==> config.mk <==
export PLATFORM = sky130hd
export DESIGN_NAME = uart_rx_core
export DESIGN_NICKNAME = d
export VERILOG_FILES = /design/src/rtl/uart_rx_core.sv
export SDC_FILE = /design/constraint.sdc
export NUM_CORES = 1
export LEC_CHECK = 0
export CAP_MARGIN = 20
export CELL_PAD_IN_SITES_DETAIL_PLACEMENT = 0
export CELL_PAD_IN_SITES_GLOBAL_PLACEMENT = 1
export CORE_ASPECT_RATIO = 0.9
export CORE_MARGIN = 2
export CORE_UTILIZATION = 44
export DETAILED_ROUTE_END_ITERATION = 7
export GPL_TIMING_DRIVEN = 0
export HOLD_SLACK_MARGIN = 0.08
export PLACE_DENSITY_LB_ADDON = 0.1
export SLEW_MARGIN = 20
export SYNTH_ARGS = -nofsm -noshare
export SYNTH_HDL_FRONTEND = slang
export SYNTH_SLANG_ARGS = --single-unit
==> constraint.sdc <==
create_clock -name clk -period 2.6 [get_ports clk]
set_clock_uncertainty 0.2 [all_clocks]
set_input_delay 0.39 -clock clk [delete_from_list [all_inputs] [get_ports clk]]
set_output_delay 0.39 -clock clk [all_outputs]
set_load 0.02 [all_outputs]
==> src/rtl/uart_rx_core.sv <==
// UART receiver: oversampled start/data/parity/stop recovery with a valid/ready
// output register carrying parity, framing and overrun status.
module uart_rx_core #(
    parameter int DATA_BITS     = 8,
    parameter int SAMPLING_RATE = 16,
    parameter int SYNC_STAGES   = 2
) (
    input  logic                 clk,
    input  logic                 reset_n,
    input  logic                 tick_rx_i,
    input  logic                 rx_i,
    input  logic                 parity_en_i,
    input  logic                 parity_odd_i,
    output logic [DATA_BITS-1:0] data_o,
    output logic                 valid_o,
    input  logic                 ready_i,
    output logic                 parity_err_o,
    output logic                 frame_err_o,
    output logic                 overrun_o,
    output logic                 busy_o
);
    localparam int CNT_W = $clog2(SAMPLING_RATE);
    localparam int IDX_W = $clog2(DATA_BITS + 1);
    localparam logic [CNT_W-1:0] CNT_HALF = CNT_W'(SAMPLING_RATE / 2 - 1);
    localparam logic [CNT_W-1:0] CNT_LAST = CNT_W'(SAMPLING_RATE - 1);
    localparam logic [IDX_W-1:0] IDX_LAST = IDX_W'(DATA_BITS - 1);

    typedef enum logic [2:0] {IDLE, START, DATA, PARITY, STOP} state_t;

    logic [SYNC_STAGES-1:0] sync_reg;
    logic                   rx_s;

    state_t                 state_reg, state_next;
    logic [CNT_W-1:0]       cnt_reg, cnt_next;
    logic [IDX_W-1:0]       bit_idx_reg, bit_idx_next;
    logic [DATA_BITS-1:0]   shift_reg, shift_next;
    logic                   par_en_reg, par_en_next;
    logic                   par_odd_reg, par_odd_next;
    logic                   perr_reg, perr_next;
    logic                   ferr_reg, ferr_next;
    logic                   done_reg, done_next;

    logic [DATA_BITS-1:0]   data_reg;
    logic                   valid_reg;
    logic                   perr_out_reg;
    logic                   ferr_out_reg;
    logic                   overrun_reg;

    always_ff @(posedge clk or negedge reset_n) begin
        if (!reset_n) begin
            sync_reg <= '1;
        end else begin
            sync_reg <= {sync_reg[SYNC_STAGES-2:0], rx_i};
        end
    end

    assign rx_s = sync_reg[SYNC_STAGES-1];

    always_ff @(posedge clk or negedge reset_n) begin
        if (!reset_n) begin
            state_reg   <= IDLE;
            cnt_reg     <= '0;
            bit_idx_reg <= '0;
            shift_reg   <= '0;
            par_en_reg  <= 1'b0;
            par_odd_reg <= 1'b0;
            perr_reg    <= 1'b0;
            ferr_reg    <= 1'b0;
            done_reg    <= 1'b0;
        end else begin
            state_reg   <= state_next;
            cnt_reg     <= cnt_next;
            bit_idx_reg <= bit_idx_next;
            shift_reg   <= shift_next;
            par_en_reg  <= par_en_next;
            par_odd_reg <= par_odd_next;
            perr_reg    <= perr_next;
            ferr_reg    <= ferr_next;
            done_reg    <= done_next;
        end
    end

    always_comb begin
        state_next   = state_reg;
        cnt_next     = cnt_reg;
        bit_idx_next = bit_idx_reg;
        shift_next   = shift_reg;
        par_en_next  = par_en_reg;
        par_odd_next = par_odd_reg;
        perr_next    = perr_reg;
        ferr_next    = ferr_reg;
        done_next    = 1'b0;
        if (tick_rx_i) begin
            case (state_reg)
                IDLE: begin
                    if (!rx_s) begin
                        state_next   = START;
                        cnt_next     = '0;
                        par_en_next  = parity_en_i;
                        par_odd_next = parity_odd_i;
                        perr_next    = 1'b0;
                    end
                end
                START: begin
                    // A line that is high again at mid start bit was only a glitch
                    if (cnt_reg == CNT_HALF) begin
                        cnt_next     = '0;
                        bit_idx_next = '0;
                        state_next   = rx_s ? IDLE : DATA;
                    end else begin
                        cnt_next = cnt_reg + CNT_W'(1);
                    end
                end
                DATA: begin
                    if (cnt_reg == CNT_LAST) begin
                        cnt_next     = '0;
                        shift_next   = {rx_s, shift_reg[DATA_BITS-1:1]};
                        bit_idx_next = bit_idx_reg + IDX_W'(1);
                        if (bit_idx_reg == IDX_LAST) begin
                            state_next = par_en_reg ? PARITY : STOP;
                        end
                    end else begin
                        cnt_next = cnt_reg + CNT_W'(1);
                    end
                end
                PARITY: begin
                    if (cnt_reg == CNT_LAST) begin
                        cnt_next   = '0;
                        perr_next  = rx_s ^ (^shift_reg) ^ par_odd_reg;
                        state_next = STOP;
                    end else begin
                        cnt_next = cnt_reg + CNT_W'(1);
                    end
                end
                STOP: begin
                    // Back to IDLE at mid stop bit so an early next start edge is caught
                    if (cnt_reg == CNT_LAST) begin
                        cnt_next   = '0;
                        ferr_next  = ~rx_s;
                        done_next  = 1'b1;
                        state_next = IDLE;
                    end else begin
                        cnt_next = cnt_reg + CNT_W'(1);
                    end
                end
                default: state_next = IDLE;
            endcase
        end
    end

    always_ff @(posedge clk or negedge reset_n) begin
        if (!reset_n) begin
            data_reg     <= '0;
            valid_reg    <= 1'b0;
            perr_out_reg <= 1'b0;
            ferr_out_reg <= 1'b0;
            overrun_reg  <= 1'b0;
        end else begin
            overrun_reg <= 1'b0;
            if (valid_reg && ready_i) begin
                valid_reg <= 1'b0;
            end
            if (done_reg) begin
                if (!valid_reg || ready_i) begin
                    data_reg     <= shift_reg;
                    perr_out_reg <= perr_reg;
                    ferr_out_reg <= ferr_reg;
                    valid_reg    <= 1'b1;
                end else begin
                    overrun_reg <= 1'b1;
                end
            end
        end
    end

    assign data_o       = data_reg;
    assign valid_o      = valid_reg;
    assign parity_err_o = perr_out_reg;
    assign frame_err_o  = ferr_out_reg;
    assign overrun_o    = overrun_reg;
    assign busy_o       = (state_reg != IDLE);

endmodule

* Word-level counts from Yosys, hierarchy flattened
Cells that the tools add are included.
Word-level totals: bits in registers 38, bits in latches 0, RAM bits 0, ROM bits 0, input port bits 7, output and inout bits 13, word-level logic and storage cells 78, memories kept 0
Operators by class: $add $sub $neg 2, multipliers 0, divide/modulo/power cells 0, magnitude comparators 0, equality and inequality tests 13, shift-type cells 0, mux-type cells 27, bitwise operators 3, reduce and logical (&&, ||, !) cells 18
Operators by type and width (number):
- 3-bit 2-to-1 mux | 7
- 4-bit 2-to-1 mux | 5
- 3-bit one-hot mux with 5 select lines | 1
- 2-bit != test, second input constant | 6
- 4-bit one-hot mux with 3 select lines | 1
- 3-bit AND reduction | 4
- 1-bit 2-to-1 mux | 10
- 4-bit by 1-bit adder with 4-bit output, second input constant | 2
- 4-bit by 3-bit equality test with 1-bit output, second input constant | 2
- 4-bit one-hot mux with 2 select lines | 1
- 4-bit AND reduction | 2
- 8-bit parity | 1
- 7-bit AND reduction | 1
- 3-bit by 2-bit equality test with 1-bit output, second input constant | 2
- 3-bit nonzero test | 2
- 4-bit equality test, second input constant | 1
- 2-bit nonzero test | 2
- 3-bit by 1-bit equality test with 1-bit output, second input constant | 1
- 3-bit equality test, second input constant | 1
- 3-bit zero test | 1
- 3-bit OR reduction | 1
- 2-bit 2-to-1 mux | 1
- 1-bit one-hot mux with 2 select lines | 1
- 2-bit AND reduction | 1
- 5 further kinds | 6

* Longest topological paths before layout
word-level depth 5, mapped depth 6, gate-level depth less buffers 5

* Least setup slack after synthesis
OpenSTA, ideal clock, no wires.
kind reg-to-reg, from reg sync_reg[1], to reg cnt_reg[3], data arrival time 1.584 ns, path slack 0.692 ns, stages on the path, launching flop included 6, buffers on the path 1, period minus slack after synthesis 1.908 ns, path through dfstp_2 -> buf_2 -> or4b_4 -> o211ai_2 -> a2111oi_1 -> a211o_1
On the way: longest elaborated chain between the ends 2
Ends and longest elaborated chain:
- start: declaration | line 30 | logic [SYNC_STAGES-1:0] sync_reg;
- start signal: assignment | line 53 | sync_reg <= {sync_reg[SYNC_STAGES-2:0], rx_i};
- 2-bit != test (no line)
- 3-bit AND reduction (no line)
- end signal: assignment | line 72 | cnt_reg <= cnt_next;
- end: declaration | line 34 | logic [CNT_W-1:0] cnt_reg, cnt_next;
Every way passes these cells. A chain may end at the register's enable or synchronous reset.

* Final worst setup path
from reg state_reg[1], to out busy_o
On the way: longest elaborated chain between the ends 1
Ends and longest elaborated chain:
- start: declaration | line 33 | state_t state_reg, state_next;
- start signal: assignment | line 71 | state_reg <= state_next;
- 3-bit nonzero test | line 181 | assign busy_o = (state_reg != IDLE);
- end: declaration | line 20 | output logic busy_o
Every way passes these cells.

==> reports/qor.log <==
[worst_setup_path] Crit Path Class reg -> out
[route] count of TritonRoute iterations in the first routing pass 4
[finish] diode insertion count for antenna repair 0
[synthesis] number of warning messages in the yosys log 0
[worst_setup_path] arrival time at the worst endpoint 1.77 ns
[timing] hold slack 0.159 ns
[finish] final std cell area, no fill 0.00219 mm²
[synthesis] most numerous cell in the Yosys netlist dfrtp_1
[hold_path] Hold Path Class reg -> reg
[route] wire length reported by the detailed router 3430 µm
[finish] filler-free cell count of the finished design 236
[synthesis] fraction of registers with async set or reset after synthesis 1.00
[clock_tree] Clock Path Buffers 2
[place] Port Buffer Count 19
[grt] wire length of the first global-routing pass 5890 µm
[route] number of nets with antenna violations after detailed routing 0
[synthesis] most frequent cells after synthesis dfrtp_1, mux2_2, nand2_1
[worst_setup_path] critical path launch point type register
[synthesis] Cell Area, Synth 0.00183 mm²
[route] routed via count divided by cell count 5.45
[worst_setup_path] kind of capture point of the worst setup path primary output
[clock_tree] number of buffers added by the clock tree synthesis step 5
[grt] total congestion overflow after global routing 0
[clock_tree] CTS Sinks 38
[finish] net count reported at finish 196
[grt] overall fraction of global-route tracks in use 0.165
[worst_setup_path] required arrival time at the worst endpoint 2.01 ns
[synthesis] share of synthesized area occupied by flip-flops and latches 0.522
[worst_setup_path] highest net fanout along the worst path 10
[floorplanning] area of the core 0.00405 mm²
[timing] final setup violation count 0
[outcome] run status complete, no violations
[synthesis] register bit count reported by yosys 38
[finish] layout cell share with drive strength beyond 1 0.207
[route] violation count after the first detailed-route iteration 91
[power] power density over cell area 798 mW/mm²
[timing] setup repair after global routing missed its margin no
[worst_setup_path] worst reg2reg setup slack 0.52 ns
[power] leakage power figure 1.02 nW
[timing] minimum clock period after layout 2.36 ns
[floorplanning] die span in y 65.2 µm
[timing] Tcrit/Tclk final 0.908
[floorplanning] initial standard-cell utilization of the core 0.452
[grt] number of global-route vias before repair 1,230
[floorplanning] Die Width 71.9 µm
[finish] layout overhead on the synthesized area 20.1%
[timing] total negative setup slack 0 ns
[clock_tree] number of buffers inserted to repair setup after CTS 0
[power] worst supply voltage drop on vdd 0.326 mV
[clock_tree] total number of H-tree levels 2
[synthesis] net count after synthesis 168
[floorplanning] area of the die 0.00469 mm²
[timing] Max Fclk 0.424 GHz
[clock_tree] Clock Latency Late Sink 0.28 ns
[timing] pins over their slew limit 0
[route] detailed-route via count 1,287
[timing] final hold violation count 0
[place] final weighted congestion in routability-driven placement 0.853
[timing] worst slew slack as a fraction of its limit 0.638
[place] placement-stage cell area 0.00209 mm²
[place] HPWL after DPL 2490 µm
[floorplanning] I/O Pins 20
[grt] number of antenna violations at the first check in global routing 0
[synthesis] most area-consuming cells after synthesis dfrtp_1, mux2_2, xnor2_1
[synthesis] Primary FF master, synth dfrtp_1
[synthesis] gate count after technology mapping 159
[clock_tree] clock root cell clkbuf_8
[run] maxcap violations 0
[grt] maximum number of pins on one net before global-route repair 28
[synthesis] proportion of netlist area held by the largest area contributor 0.493
[synthesis] mean instance size in the synthesized netlist 11.5 µm²
[place] number of placed instances, taps included 227
[route] WL/cell 14.5 µm
[floorplanning] row count 22
[route] DRC violations left 0
[synthesis] biggest area consumer among synthesized cells dfrtp_1
[timing] Worst Max-Slew Pin Slew 0.543 ns
[clock_tree] clock tree from TritonCTS done
[finish] final core utilization 0.542
[synthesis] Distinct cells, synth 45
[synthesis] Post-synth EDFFs 0
[clock_tree] clock-pin slew of the registers on the worst-case setup and hold paths 0.07 ns
[per-stage QoR]
stage | worst slack, ns | total power (W)
2_1_floorplan | 0.692 | 0.00119
3_3_place_gp | 0.0922 | 0.00133
3_5_place_dp | 0.323 | 0.00134
4_1_cts | 0.219 | 0.00176
5_1_grt | 0.116 | 0.00187
6_report | 0.240 | 0.00175
[layout make-up]
cell class / count / area (µm²)
clock inverter: 1 / 5.00
multi-input combinational: 103 / 793
clock buffer: 7 / 86.3
buffer: 8 / 43.8
sequential: 38 / 953
inverter: 10 / 37.5
timing repair buffer: 21 / 215
tap: 48 / 60.1
fill: 379 / 1850
[where the power goes]
group	switching, W	total (W)	internal, W
combinational	0.000330	0.000602	0.000272
sequential	0.0000666	0.000736	0.000670
clock	0.000200	0.000414	0.000214
[layout by cell type, fill, tap and decap left out, types with 2 or more instances in the layout]
master,n
nand3_1,4
o22ai_1,3
nor3_1,7
mux2_2,19
a21oi_1,4
clkbuf_1,3
clkdlybuf4s50_1,18
o21ai_0,2
and3_1,3
nand2b_1,3
dfstp_2,2
nand2_1,11
nor2_1,5
xnor2_1,8
nor2b_1,2
buf_2,6
dfrtp_1,36
mux2i_1,4
inv_1,10
nor3b_1,2
ha_1,2
clkbuf_8,6
[kinds of logic (layout without fill, tap and decap cells)]
group                    Yosys count  after routing  synth area share
adder cells (fa/ha/maj)            3              3            0.0192
AND/OR/NAND/NOR                   44             44             0.129
XOR/XNOR                          10             10            0.0554
flip-flops                        38             38             0.522
buffers and inverters             18             47            0.0445
multiplexers                      23             23             0.139
AO/OA/AOI/OAI                     23             23            0.0910
[routing by layer]
layer | track usage | wire length, µm | vias to the layer above
met4 | 0.0778 | 46 | 0
li1 | - | - | 622
met1 | 0.234 | 1740 | 643
met2 | 0.235 | 1530 | 17
met3 | 0.0429 | 112 | 5
met5 | 0 | 0 | -
[path summary, 6_finish.rpt]
| check | startpoint | end | cells after the start |
|---|---|---|---|
| worst max-delay path | state_reg[1] | busy_o | 4 |
| worst min-delay path | sync_reg[0] | sync_reg[1] | 0 |
| worst max register to register | state_reg[2] | shift_reg[1] | 5 |
| worst min register to register | sync_reg[0] | sync_reg[1] | 0 |
| max in group asynchronous | reset_n | sync_reg[1] | 3 |
| min in group asynchronous | reset_n | data_o[0] | 2 |
[timing repair]
action,CTS,global route
hold buffers,1,0
endpoints found under the hold margin,11,0
resized for setup,0,0
[critical path, cell delays in order, from the launching register on]
cell and delay [ns]:
dfrtp_1 0.43, buf_2 0.20, nor3_1 0.26, inv_1 0.07
clkdlybuf4s50_1 0.53
Power figures use the tool's default switching activity.
